**src/rtl/stage_ma.sv**
```systemverilog
// Memory-access stage: retires ALU results and runs loads/stores over a req/ack data port.
// Build option: define MISALIGN_TRAP_EN to trap misaligned H/W accesses instead of forcing alignment.
module stage_ma #(
    parameter int unsigned TIMEOUT_CYC = 16
) (
    input  logic        clk,
    input  logic        rst_n,
    input  logic        valid_in,
    input  logic [31:0] busc_in,
    input  logic [31:0] rs2_in,
    input  logic [31:0] pc_in,
    input  logic [4:0]  rd_in,
    input  logic [2:0]  funct3_in,
    input  logic        is_load,
    input  logic        is_store,
    output logic        mem_req,
    output logic        mem_we,
    output logic [31:0] mem_addr,
    output logic [31:0] mem_wdata,
    output logic [3:0]  mem_wstrb,
    input  logic        mem_ack,
    input  logic [31:0] mem_rdata,
    output logic [31:0] busc_out,
    output logic [31:0] pc_out,
    output logic [4:0]  rd_out,
    output logic        valid_out,
    output logic        stall,
    output logic        bus_err,
    output logic        misalign
);

    typedef enum logic {IDLE, ACCESS} state_t;

    localparam int unsigned CW = (TIMEOUT_CYC > 1) ? $clog2(TIMEOUT_CYC) : 1;
    localparam logic [CW-1:0] LAST_CNT = CW'((TIMEOUT_CYC > 0) ? TIMEOUT_CYC - 1 : 0);

    state_t        state;
    logic [CW-1:0] wait_cnt;
    logic [1:0]    lat_lo;
    logic          lat_byte;
    logic          lat_half;
    logic          lat_sign;
    logic          lat_load;
    logic [4:0]    lat_rd;
    logic [31:0]   lat_pc;

    logic          is_byte;
    logic          is_half;
    logic          is_word;
    logic [1:0]    eff_lo;
    logic [3:0]    wstrb_nxt;
    logic [31:0]   wdata_nxt;
    logic [31:0]   lane;
    logic [31:0]   load_val;
    logic          timed_out;

    assign stall     = (state == ACCESS);
    assign timed_out = (TIMEOUT_CYC != 0) && (wait_cnt == LAST_CNT);

`ifdef MISALIGN_TRAP_EN
    logic trap_hit;
    assign trap_hit = (is_half && busc_in[0]) || (is_word && (busc_in[1:0] != 2'b00));
`else
    assign misalign = 1'b0;
`endif

    // Alignment is forced unconditionally; in the trap build misaligned ops never reach a request.
    always_comb begin
        is_byte   = (funct3_in[1:0] == 2'b00);
        is_half   = (funct3_in[1:0] == 2'b01);
        is_word   = !is_byte && !is_half;
        eff_lo    = busc_in[1:0];
        if (is_half) eff_lo[0] = 1'b0;
        if (is_word) eff_lo = 2'b00;
        wstrb_nxt = 4'b1111;
        wdata_nxt = rs2_in;
        if (is_byte) begin
            wstrb_nxt = 4'b0001 << eff_lo;
            wdata_nxt = {4{rs2_in[7:0]}};
        end else if (is_half) begin
            wstrb_nxt = 4'b0011 << {eff_lo[1], 1'b0};
            wdata_nxt = {2{rs2_in[15:0]}};
        end
        if (is_load) wstrb_nxt = 4'b0000;
    end

    always_comb begin
        lane     = mem_rdata >> {lat_lo, 3'b000};
        load_val = lane;
        if (lat_byte) begin
            load_val = {{24{lat_sign & lane[7]}}, lane[7:0]};
        end else if (lat_half) begin
            load_val = {{16{lat_sign & lane[15]}}, lane[15:0]};
        end
    end

    always_ff @(posedge clk or negedge rst_n) begin
        if (!rst_n) begin
            state     <= IDLE;
            wait_cnt  <= '0;
            lat_lo    <= 2'b00;
            lat_byte  <= 1'b0;
            lat_half  <= 1'b0;
            lat_sign  <= 1'b0;
            lat_load  <= 1'b0;
            lat_rd    <= 5'd0;
            lat_pc    <= 32'd0;
            mem_req   <= 1'b0;
            mem_we    <= 1'b0;
            mem_addr  <= 32'd0;
            mem_wdata <= 32'd0;
            mem_wstrb <= 4'd0;
            busc_out  <= 32'd0;
            pc_out    <= 32'd0;
            rd_out    <= 5'd0;
            valid_out <= 1'b0;
            bus_err   <= 1'b0;
`ifdef MISALIGN_TRAP_EN
            misalign  <= 1'b0;
`endif
        end else begin
            valid_out <= 1'b0;
            bus_err   <= 1'b0;
`ifdef MISALIGN_TRAP_EN
            misalign  <= 1'b0;
`endif
            case (state)
                IDLE: begin
                    if (valid_in) begin
                        if (!(is_load || is_store)) begin
                            busc_out  <= busc_in;
                            rd_out    <= rd_in;
                            pc_out    <= pc_in;
                            valid_out <= 1'b1;
                        end
`ifdef MISALIGN_TRAP_EN
                        else if (trap_hit) begin
                            misalign  <= 1'b1;
                            valid_out <= 1'b1;
                            rd_out    <= 5'd0;
                            busc_out  <= busc_in;
                            pc_out    <= pc_in;
                        end
`endif
                        else begin
                            lat_lo    <= eff_lo;
                            lat_byte  <= is_byte;
                            lat_half  <= is_half;
                            lat_sign  <= !funct3_in[2];
                            lat_load  <= is_load;
                            lat_rd    <= rd_in;
                            lat_pc    <= pc_in;
                            mem_req   <= 1'b1;
                            mem_we    <= is_store;
                            mem_addr  <= {busc_in[31:2], 2'b00};
                            mem_wstrb <= wstrb_nxt;
                            mem_wdata <= wdata_nxt;
                            wait_cnt  <= '0;
                            state     <= ACCESS;
                        end
                    end
                end
                ACCESS: begin
                    // Ack has priority over a timeout landing in the same cycle.
                    if (mem_ack) begin
                        mem_req   <= 1'b0;
                        valid_out <= 1'b1;
                        pc_out    <= lat_pc;
                        busc_out  <= lat_load ? load_val : 32'd0;
                        rd_out    <= lat_load ? lat_rd : 5'd0;
                        state     <= IDLE;
                    end else if (timed_out) begin
                        mem_req   <= 1'b0;
                        bus_err   <= 1'b1;
                        valid_out <= 1'b1;
                        rd_out    <= 5'd0;
                        pc_out    <= lat_pc;
                        state     <= IDLE;
                    end else begin
                        wait_cnt  <= wait_cnt + 1'b1;
                    end
                end
                default: state <= IDLE;
            endcase
        end
    end

endmodule

```
**config.mk**
```make
export PLATFORM = sky130hd
export DESIGN_NAME = stage_ma
export DESIGN_NICKNAME = d
export VERILOG_FILES = /design/src/rtl/stage_ma.sv
export SDC_FILE = /design/constraint.sdc
export NUM_CORES = 1
export LEC_CHECK = 0
export BUFFER_PORTS_ARGS = -buffer_cell sky130_fd_sc_hd__clkbuf_2
export CAP_MARGIN = 20
export CORE_ASPECT_RATIO = 0.7
export CORE_MARGIN = 2
export CORE_UTILIZATION = 35
export CTS_CLUSTER_DIAMETER = 40
export DETAILED_ROUTE_END_ITERATION = 6
export PLACE_DENSITY = 0.68
export RECOVER_POWER = 50
export SLEW_MARGIN = 20
export SYNTH_ARGS = -nofsm -noshare
export SYNTH_HDL_FRONTEND = slang
export SYNTH_SLANG_ARGS = --single-unit
```
**constraint.sdc**
```tcl
create_clock -name clk -period 1.5 [get_ports clk]
set_input_delay 0.3 -clock clk [delete_from_list [all_inputs] [get_ports clk]]
set_output_delay 0.3 -clock clk [all_outputs]
set_load 0.01 [all_outputs]
```
; ---- Word-level counts from Yosys, hierarchy flattened
; Index checks and enable logic that the tools add are counted.
[word_totals]
reg_bits = 187
word_cells = 93
[op_classes]
addsub = 1
n_eq_ne = 9
shifts = 3
n_mux = 47
n_bitwise = 3
n_reduce_logical = 11
[op_table]
columns = operator, n
row1 = $mux W32, 12
row2 = $pmux W32 S2, 2
row3 = $shr A32 B5 Y32, 1
row4 = $mux W4, 7
row5 = $mux W5, 5
row6 = $mux W1, 15
row7 = $ne A2 B2 Y1 const B, 6
row8 = $reduce_and A3 Y1, 4
row9 = $pmux W5 S2, 1
row10 = $pmux W4 S2, 1
row11 = $pmux W1 S2, 3
row12 = $add A4 B1 Y4 const B, 1
row13 = $eq A4 B4 Y1 const B, 1
row14 = $reduce_and A4 Y1, 1
row15 = $shl A1 B2 Y4 const A, 1
row16 = $shl A2 B2 Y4 const A, 1
row17 = $logic_not A1 Y1, 3
row18 = $ne A3 B2 Y1 const B, 1
row19 = $and A1 B1 Y1, 2
row20 = $eq A2 B1 Y1 const B, 1
row21 = $logic_not A2 Y1, 1
row22 = $mux W2, 1
row23 = $logic_and A1 B1 Y1, 1
row24 = $logic_or A1 B1 Y1, 1
row25 = $not A1 Y1, 1

; ---- Longest topological paths before layout
; Gate-level depths: netlist of run 1.
[logic_depth]
word_depth = 8
ltp_mapped = 7
mapped_depth_nobuf = 6

; ---- Worst setup path before layout of run 1
; Ideal clock, no wire load.
[synth_path]
path_kind = register to register
from = register state (netlist: stall)
to = register busc_out[10]
arrival_ps = 1441
required_ps = 1351
setup_slack_ps = -91
stages_incl_launch_ff = 6
path_buffers = 2
path_cell_list = dfrtp_1 > nor2b_2 > a22o_1 > buf_2 > clkbuf_1 > a31oi_2
[synth_between]
elab_chain_cells = 3
word_cells_on_any_way = 6
[synth_rtl]
columns = element, line
row1 = from (decl), 37  ; state_t state;
row2 = from (signal assigned), 99  ; state <= IDLE;
row3 = from (signal assigned), 159  ; state <= ACCESS;
row4 = from (signal assigned), 171  ; state <= IDLE;
row5 = $not A1 Y1 (no source line), -
row6 = $ne A2 B2 Y1 (no source line), -
row7 = $reduce_and A3 Y1 (no source line), -
row8 = to (signal assigned), 131  ; busc_out <= busc_in;
row9 = to (signal assigned), 169  ; busc_out <= lat_load ? load_val : 32'd0;
row10 = to (decl), 23  ; output logic [31:0] busc_out,
; Parallel ways exist; a longest one is shown, timed or not.
; A chain may end at the register's enable or synchronous reset.

; ---- Worst setup path after layout of run 1
[layout_path]
from = register lat_lo[1]
to = register busc_out[25]
[layout_between]
elab_chain_cells = 7
word_cells_on_any_way = 8
[layout_rtl]
columns = element, line
row1 = from (decl), 39  ; logic [1:0] lat_lo;
row2 = from (signal assigned), 146  ; lat_lo <= eff_lo;
row3 = $shr A32 B5 Y32 *, 88  ; lane = mem_rdata >> {lat_lo, 3'b000};
row4 = $and A1 B1 Y1, 93  ; load_val = {{16{lat_sign & lane[15]}}, lane[15:0]};
row5 = $mux W32, 92  ; end else if (lat_half) begin
row6 = $mux W32 *, 90  ; if (lat_byte) begin
row7 = $mux W32 *, 169
row8 = $mux W32 *, 165  ; if (mem_ack) begin
row9 = $pmux W32 S2 *, 127  ; case (state)
; Every way passes the cells marked *; elsewhere a longest branch is shown, timed or not. The select of a mux whose other input is x is not followed.

==> results of run 1 <==
## power by group through the flow
| stage | Clock (mW) | Sequential [mW] | Combinational [mW] |
|---|---|---|---|
| after floorplan | 0 | 7.56 | 2.36 |
| after global placement | 0 | 7.20 | 5.07 |
| after detailed placement | 0 | 7.22 | 5.19 |
| after CTS | 4.64 | 7.15 | 5.29 |
| after global routing | 4.83 | 7.33 | 6.36 |
| final | 4.53 | 7.18 | 5.78 |
## cells by family after synthesis
| family | Yosys count |
|---|---|
| AOI/OAI and AO/OA | 173 |
| DFF | 187 |
| adders and majority gates | 1 |
| and+or+nand+nor | 436 |
| muxes | 73 |
| buffers and inverters | 69 |
| other | 1 |
## critical path, stage by stage (launching register included)
cell      delay (ns)
dfrtp_2         0.40
mux4_2          0.54
nand2_2         0.11
a21boi_4        0.06
buf_12          0.15
buf_12          0.13
o21ai_2         0.06
a31oi_2         0.11
## Yosys cell counts (8+ instances only)
cell type and number:
clkbuf_1 27, o21ai_2 13, a31oi_2 20, a21oi_1 62, o21ai_0 42, nor2_1 87
nand2_1 305, dfrtp_1 187, nand2_2 8, and2_1 9, buf_2 28, mux2i_1 72
## timing repair
item	CTS	global route
endpoints found under the setup margin	32	105
gates resized for setup	2	74
gates cloned	0	19
hold buffers	1	0
buffers inserted	5	10
hold endpoints to repair	40	0
pin swaps	5	32
## per-stage QoR
stage,setup WS [ns],TNS [ns],utilization [%]
floorplan,-0.0404,-0.559,-
global placement,-0.173,-3.09,44.6
detailed placement,-0.232,-4.94,44.6
CTS,-0.178,-3.22,47.3
global route,-0.238,-26.85,50.0
finish,-0.186,-13.57,50.0
## cell type report
type / instances / share of cell area, %
tap: 325 / 3.31
timing repair buffer: 372 / 21.4
sequential: 187 / 38.1
clock buffer: 21 / 3.75
inverter: 3 / 0.0917
clock inverter: 11 / 0.917
multi-input combinational: 687 / 32.4
## state kept, by name (all words and copies together) (netlist names), 2 cells and up
name / count
busc_out: 32
lat_pc: 32
mem_wdata: 32
pc_out: 32
mem_addr: 30
lat_rd: 5
rd_out: 5
mem_wstrb: 4
wait_cnt: 4
lat_lo: 2
## path summary, 6_finish.rpt
path	startpoint	end	slack, ns	depth (start not counted)
worst max-delay path	lat_lo[1]	busc_out[25]	-0.19	7
worst min-delay path	pc_in[0]	lat_pc[0]	0.06	3
worst max register to register	lat_lo[1]	busc_out[25]	-0.19	7
worst min register to register	mem_addr[8]	mem_addr[8]	0.47	2
max in group asynchronous	rst_n	lat_lo[1]	0.11	3
min in group asynchronous	rst_n	pc_out[15]	0.52	2
## layer usage
layer	routed length, um	vias to the layer above
li1	-	3791
met1	13200	3969
met2	14000	307
met3	2260	33
met4	408	0
met5	0	-
## layout by cell type (no fill, tap or decap), types with 5 or more instances in the layout
master,instances
nor2_1,76
nand2_2,27
and2_1,9
a32oi_1,6
a22oi_1,5
buf_6,10
clkbuf_2,271
a21oi_1,59
nand2_4,6
o21ai_2,13
a211o_1,7
nor2_2,12
dfrtp_1,185
buf_4,35
nor2b_1,6
clkbuf_16,31
o21ai_0,42
nand2_1,280
clkbuf_1,18
buf_12,20
a31oi_2,20
mux2i_1,68
==> results.py, run 1 <==
metrics = {
    "logic_synthesis": {
        "synth_top_family_by_area": "simple AND/OR/NAND/NOR gates",
        "synth_fa_ha_area_share_pct": 0.144,
        "synth_edf_count": 0,
        "synth_area_leaders": "dfrtp_1, nand2_1, mux2i_1, nor2_1, a21oi_1",
        "synth-compound-area-share_pct": 13.5,
        "synth_warnings": 0,
        "synthArstFlopShare_pct": 100,
        "avgSynthCellArea_um2": 9.26,
        "yosysTopAreaCell": "dfrtp_1",
        "synth.ff_latch_count": 187,
        "yosysTopAreaCellShare_pct": 53.8,
        "synth_xor_area_share_pct": 0,
        "yosysUniqueCellTypes": 45,
        "synth-simple-area-share_pct": 20.1,
        "synth_mux_area_share_pct": 8.54,
        "synth_area_um2": 8710,
        "syn_inst": 940,
        "synth_ff_type": "dfrtp_1",
        "synth.yosys.seq_area_share_pct": 53.8,
    },
    "setup_path": {
        "path_class": "register to register",
        "worst_setup_path_end_kind": "register",
        "cp_max_fo": 8,
        "critPathArrivalTime_ns": 1.98,
        "critPathLaunchType": "register",
        "cp.required_ns": 1.80,
    },
    "detailed_routing": {
        "detailedRoute.firstIterationViolations": 312,
        "postRouteAntennaNets": 0,
        "viasPerCell": 5.04,
        "drc": 0,
        "wirelength_mm": 29.8,
        "dr.pass1.iters": 5,
        "vias": 8100,
        "wl_per_cell_um": 18.5,
    },
    "timing": {
        "fin_crit_sh_pct": 112,
        "relSlewSlack_pct": 44.4,
        "fin_skew_ns": 0.0156,
        "setup_ws_ns": -0.186,
        "setup_viol": 167,
        "fin_hold_ws_ns": 0.0617,
        "period_needed_ns": 1.69,
        "worstMarginPinSlew_ns": 0.833,
        "slew_viol_final": 0,
        "rsz0062_at_grt": "yes",
        "max_freq_mhz": 593,
        "finalHoldViolations": 0,
    },
    "clock_tree": {
        "cts_tree": "built",
        "root_buffer": "clkbuf_16",
        "clock_sinks": 187,
        "cts_buffers": 17,
        "path_clk_slew_ns": 0.08,
        "htreeDepth": 4,
        "clockBufferDepth": 2,
        "clk_latency_ns": 0.43,
    },
    "pwr": {
        "p_int_mw": 11.3,
        "ir_drop_uv": 755,
        "finalPower_mw": 17.5,
        "sw_frac_of_total_pct": 35.3,
        "pwr-share-clk_pct": 25.9,
        "p_seq_share_pct": 41.0,
        "p_leak_nw": 6.12,
        "p_switching_mw": 6.17,
        "p_per_area_nw_per_um2": 1430,
        "p_comb_share_pct": 33.1,
    },
    "place": {
        "globalplace.congestion": 0.888,
        "postPlaceCellArea_um2": 11000,
        "hpwl_mm": 19.9,
        "numPortBuffers": 281,
        "place_inst": 1541,
    },
    "flow_run": {
        "max_cap_viol_count": 0,
    },
    "status": {
        "status": "complete, but fails checks",
        "violations": "setup timing",
    },
    "floorplan": {
        "fp-row-count": 48,
        "fp.dieH_um": 136,
        "top_level_ports": 285,
        "coreArea_um2": 24600,
        "start_util_pct": 35.4,
        "die_area_um2": 26200,
        "die_x_um": 193,
    },
    "global_route": {
        "met1_usage_pct": 28.1,
        "busiest_layer": "met2",
        "grt_first_pass_wirelength_mm": 41.7,
        "grt_usage_pct": 20.6,
        "use_met3_pct": 5.60,
        "grt_util_met2_pct": 32.4,
        "grt_max_degree": 53,
        "grt_overflow": 0,
        "grt_pass1_vias": 7606,
        "antenna_found_initial": 0,
    },
    "cells_and_area": {
        "seqCellArea_um2": 4680,
        "n_fill_cell": 2262,
        "final_area_um2": 12300,
        "nets": 1411,
        "final_cells": 1606,
        "drive_gt1_share_pct": 38.1,
        "multi_input_area_um2": 3970,
        "n_antenna_cell": 0,
        "area_growth_pct": 41.0,
    },
    "hold_path": {
        "hold_path_class": "input pin to register",
    },
}
Note: power is estimated with default switching activity, not from simulation.
==> run 2, diff against run 1 <==
==> constraint.sdc (replaced) <==
create_clock -name clk -period 1.5 [get_ports clk]
set_input_delay 0.15 -clock clk [delete_from_list [all_inputs] [get_ports clk]]
set_output_delay 0.15 -clock clk [all_outputs]
set_load 0.01 [all_outputs]
==> results.py, run 2 (synthesis results as in run 1) <==
metrics = {
    "floorplan": {
        "fp.dieH_um": 136,
        "die_x_um": 193,
        "die_area_um2": 26200,
        "start_util_pct": 35.4,
        "top_level_ports": 285,
        "coreArea_um2": 24600,
        "fp-row-count": 48,
    },
    "setup_path": {
        "reg2regPathDepth": 7,
        "path_class": "register to register",
        "critPathLaunchType": "register",
        "cp_max_fo": 6,
        "path_buf_inv": 2,
        "r2r-start": "lat_lo[1]",
        "regToRegEndpoint": "busc_out[22]",
        "worst_setup_path_end_kind": "register",
        "critPathArrivalTime_ns": 1.98,
        "cpLargestDelayFamily": "multiplexers",
        "path_cells": "mux4_2 > nand2_2 > a21boi_4 > buf_12 > clkbuf_16 > o21ai_2 > a31oi_2",
        "r2r_setup_slack_ns": -0.17,
        "slowest_stage": "mux4_2",
        "cp.required_ns": 1.81,
        "cpPeakStageDelay_ns": 0.53,
    },
    "global_route": {
        "grt_first_pass_wirelength_mm": 42.6,
        "antenna_found_initial": 1,
        "grt_usage_pct": 21.0,
        "grt_pass1_vias": 7961,
        "grt_max_degree": 65,
        "grt_overflow": 0,
    },
    "clock_tree": {
        "clock_sinks": 187,
        "clk_latency_ns": 0.44,
        "htreeDepth": 4,
        "path_clk_slew_ns": 0.08,
        "cts_tree": "built",
        "cts_buffers": 17,
        "root_buffer": "clkbuf_16",
        "clockBufferDepth": 2,
    },
    "cells_and_area": {
        "n_fill_cell": 2239,
        "seqCellArea_um2": 4680,
        "layout_commonest_cell": "nand2_1",
        "n_antenna_cell": 0,
        "multi_input_area_um2": 3890,
        "area_growth_pct": 45.8,
        "utilization_pct": 51.7,
        "final_cell_mix": "nand2_1, clkbuf_2, dfrtp_1",
        "nets": 1464,
        "drive_gt1_share_pct": 30.8,
        "final_area_um2": 12700,
    },
    "timing": {
        "fin_setup_tns_ns": -2.54,
        "setup_ws_ns": -0.172,
        "relSlewSlack_pct": 37.7,
        "rsz0062_at_grt": "yes",
        "fin_crit_sh_pct": 111,
        "fin_hold_ws_ns": 0.0278,
        "fin_skew_ns": 0.0150,
        "max_freq_mhz": 598,
        "worstMarginPinSlew_ns": 0.934,
        "slew_viol_final": 0,
        "setup_viol": 30,
        "period_needed_ns": 1.67,
        "finalHoldViolations": 0,
    },
    "status": {
        "status": "complete, but fails checks",
        "violations": "setup timing",
    },
    "detailed_routing": {
        "wirelength_mm": 29.3,
        "detailedRoute.firstIterationViolations": 455,
        "vias": 8267,
        "postRouteAntennaNets": 0,
        "viasPerCell": 4.98,
        "drc": 0,
        "wl_per_cell_um": 17.6,
        "dr.pass1.iters": 6,
    },
    "pwr": {
        "p_leak_nw": 6.16,
        "ir_drop_uv": 813,
        "p_per_area_nw_per_um2": 1400,
    },
    "place": {
        "numPortBuffers": 281,
        "globalplace.congestion": 0.868,
        "hpwl_mm": 19.4,
        "postPlaceCellArea_um2": 10700,
    },
    "hold_path": {
        "holdPathEnd": "mem_wdata[30]",
        "min_from": "rs2_in[30]",
        "hold_path_class": "input pin to register",
        "min_path_cells": 3,
    },
    "flow_run": {
        "max_cap_viol_count": 0,
    },
}
-- run 2: metal layers --
layer | vias up | routed length, um | track usage, %
li1 | 3891 | - | -
met5 | - | 13 | 0
met1 | 3988 | 13000 | 27.8
met3 | 51 | 2130 | 5.27
met4 | 2 | 535 | 6.06
met2 | 335 | 13600 | 34.1
-- run 2: tightest hold or removal path: cells and delay by family --
kind | cells | cell delay [ns]
buffers and inverters | 1 | 0.08
AO/OA/AOI/OAI | 2 | 0.20
-- run 2: how the worst max path moves through the flow --
stage / startpoint / end / slack (ns) / depth (start not counted)
final: lat_lo[1] / busc_out[22] / -0.17 / 7
after global routing: lat_lo[1] / busc_out[27] / -0.22 / 7
after CTS: lat_lo[1] / busc_out[16] / -0.08 / 6
after detailed placement: lat_lo[1] / busc_out[16] / -0.20 / 5
after global placement: lat_lo[1] / busc_out[16] / -0.17 / 5
after floorplan: lat_lo[1] / busc_out[29] / -0.04 / 7
-- run 2: where the power goes --
group | leakage (nW) | switching [mW] | internal, mW
logic | 3.61 | 3.16 | 2.49
clock network | 0.307 | 2.10 | 2.79
registers | 2.24 | 0.859 | 6.34
total | 6.16 | 6.12 | 11.6
-- run 2: metrics by stage --
step / cells / power (mW) / setup WS [ns]
after floorplan: 942 / 9.92 / -0.0404
after global placement: 1519 / 12.1 / -0.173
after detailed placement: 1519 / 12.3 / -0.195
after CTS: 1641 / 17.4 / -0.0778
after global routing: 1659 / 18.8 / -0.215
final: 1659 / 17.7 / -0.172
-- run 2: cell type report --
cell class | count | area share [%]
Clock buffer | 21 | 3.71
Timing Repair Buffer | 426 | 24.2
Multi-Input combinational cell | 686 | 30.7
Sequential cell | 187 | 36.9
Inverter | 3 | 0.0887
Clock inverter | 11 | 1.28
Tap cell | 325 | 3.20
-- run 2: what timing repair did --
item	in CTS	in global routing
hold buffers	89	0
setup buffers	1	6
pin swaps	0	5
resized for setup	6	49
endpoints found under the hold margin	288	0
setup endpoints to repair	35	130
gates cloned	0	12
==> run 3, diff against run 2 <==
- MAX_ROUTING_LAYER: unset -> met4
==> results.py, run 3 (synthesis results as in run 1) <==
metrics = {
    "clock_tree": {
        "cts_tree": "built",
        "clk_latency_ns": 0.43,
        "clockBufferDepth": 2,
        "cts_buffers": 17,
        "clock_sinks": 187,
        "root_buffer": "clkbuf_16",
        "path_clk_slew_ns": 0.07,
        "htreeDepth": 4,
    },
    "global_route": {
        "grt_overflow": 0,
        "grt_pass1_vias": 8029,
        "grt_max_degree": 54,
        "grt_first_pass_wirelength_mm": 42.4,
        "grt_usage_pct": 21.5,
        "antenna_found_initial": 0,
    },
    "timing": {
        "worstMarginPinSlew_ns": 0.868,
        "finalHoldViolations": 0,
        "max_freq_mhz": 626,
        "fin_skew_ns": 0.0104,
        "setup_ws_ns": -0.0986,
        "relSlewSlack_pct": 42.1,
        "setup_viol": 25,
        "rsz0062_at_grt": "yes",
        "slew_viol_final": 0,
        "period_needed_ns": 1.60,
        "fin_crit_sh_pct": 107,
    },
    "cells_and_area": {
        "n_fill_cell": 2264,
        "final_cell_mix": "nand2_1, clkbuf_2, dfrtp_1",
        "seqCellArea_um2": 4680,
        "layout_commonest_cell": "nand2_1",
        "utilization_pct": 51.3,
        "multi_input_area_um2": 3890,
        "drive_gt1_share_pct": 32.8,
        "n_antenna_cell": 0,
        "nets": 1467,
        "area_growth_pct": 44.8,
    },
    "place": {
        "numPortBuffers": 281,
        "globalplace.congestion": 0.913,
        "hpwl_mm": 19.4,
        "post-place-ws_ns": -0.195,
    },
    "detailed_routing": {
        "drc": 0,
        "postRouteAntennaNets": 0,
        "wl_per_cell_um": 17.8,
        "wirelength_mm": 29.6,
        "dr.pass1.iters": 5,
        "viasPerCell": 4.95,
        "vias": 8229,
        "detailedRoute.firstIterationViolations": 505,
    },
    "setup_path": {
        "worstSetupStartpoint": "lat_lo[1]",
        "path_class": "register to register",
        "cpLargestDelayFamily": "compound AO/OA/AOI/OAI gates",
        "cpPeakStageDelay_ns": 0.42,
        "r2r_setup_slack_ns": -0.1,
        "endpoint": "busc_out[0]",
        "worst_setup_path_end_kind": "register",
        "slowest_stage": "dfrtp_2",
        "cp_num_cells": 6,
        "cp_max_fo": 9,
        "critPathLaunchType": "register",
        "regToRegEndpoint": "busc_out[0]",
        "path_buf_inv": 2,
        "path_cells": "buf_4 > buf_12 > and2b_1 > a211o_1 > a32oi_1 > a21oi_1",
        "critPathArrivalTime_ns": 1.91,
        "cp.required_ns": 1.81,
        "r2r-start": "lat_lo[1]",
        "reg2regPathDepth": 6,
    },
    "pwr": {
        "p_leak_nw": 6.20,
        "p_per_area_nw_per_um2": 1360,
        "ir_drop_uv": 762,
    },
    "floorplan": {
        "fp-row-count": 48,
        "die_area_um2": 26200,
        "start_util_pct": 35.4,
        "coreArea_um2": 24600,
        "top_level_ports": 285,
        "fp.dieH_um": 136,
        "die_x_um": 193,
    },
    "flow_run": {
        "max_cap_viol_count": 0,
    },
    "hold_path": {
        "hold_path_class": "input pin to register",
    },
    "status": {
        "violations": "setup timing",
        "status": "complete, but fails checks",
    },
}
## run 3: worst min-delay path by stage
stage,depth (start not counted),slack (ns),endpoint,startpoint
final,3,0.02,mem_wdata[28],rs2_in[28]
after global routing,3,0.02,mem_wdata[14],rs2_in[14]
after CTS,3,0.002,mem_wdata[31],rs2_in[31]
after detailed placement,1,0.08,pc_out[8],rst_n
after global placement,1,0.09,pc_out[28],rst_n
after floorplan,0,-0.15,bus_err,rst_n
## run 3: metal layers
layer | share of wire [%] | global-route usage [%] | vias up
li1 | - | - | 3900
met1 | 44 | 28.2 | 3972
met2 | 48 | 34.7 | 333
met3 | 7.1 | 4.57 | 24
met4 | 0.97 | 4.07 | 0
met5 | 0 | - | -
## run 3: layout make-up
| type | count | area share, % |
|---|---|---|
| repair buffers | 427 | 24.4 |
| clock inverters | 11 | 0.685 |
| inverters | 3 | 0.0893 |
| multi-input cells | 688 | 30.9 |
| well taps | 325 | 3.23 |
| clock buffers | 21 | 3.65 |
| flip-flops and latches | 187 | 37.1 |
## run 3: worst reg2reg max path, cell delays in order, from the launching register on
cell and delay, ns:
dfrtp_2 0.42, buf_4 0.16, buf_12 0.16, and2b_1 0.20, a211o_1 0.27, a32oi_1 0.19
a21oi_1 0.09
## run 3: stage by stage
stage | setup TNS (ns) | power (mW) | hold slack (ns) | instance area [um2] | instances
after detailed placement | -3.92 | 12.3 | 0.0834 | 10800 | 1527
after floorplan | -0.559 | 9.92 | -0.146 | 8720 | 942
after global placement | -2.68 | 12.2 | 0.0877 | 10800 | 1527
after CTS | -1.88 | 16.9 | 0.00161 | 12200 | 1642
after global routing | -7.41 | 18.2 | 0.0160 | 12600 | 1662
final | -1.69 | 17.2 | 0.0174 | 12600 | 1662
## run 3: report_power, final
group	switching [mW]	internal, mW	total [mW]
combinational	3.14	2.50	5.64
clock	2.12	2.24	4.36
sequential	0.847	6.33	7.18
## run 3: timing repair
action,4_1_cts,5_1_grt
cloned,0,15
endpoints found under the setup margin,44,121
pin swaps,0,7
hold endpoints to repair,275,0
buffers inserted,0,5
resized for setup,7,48
hold buffers,83,0
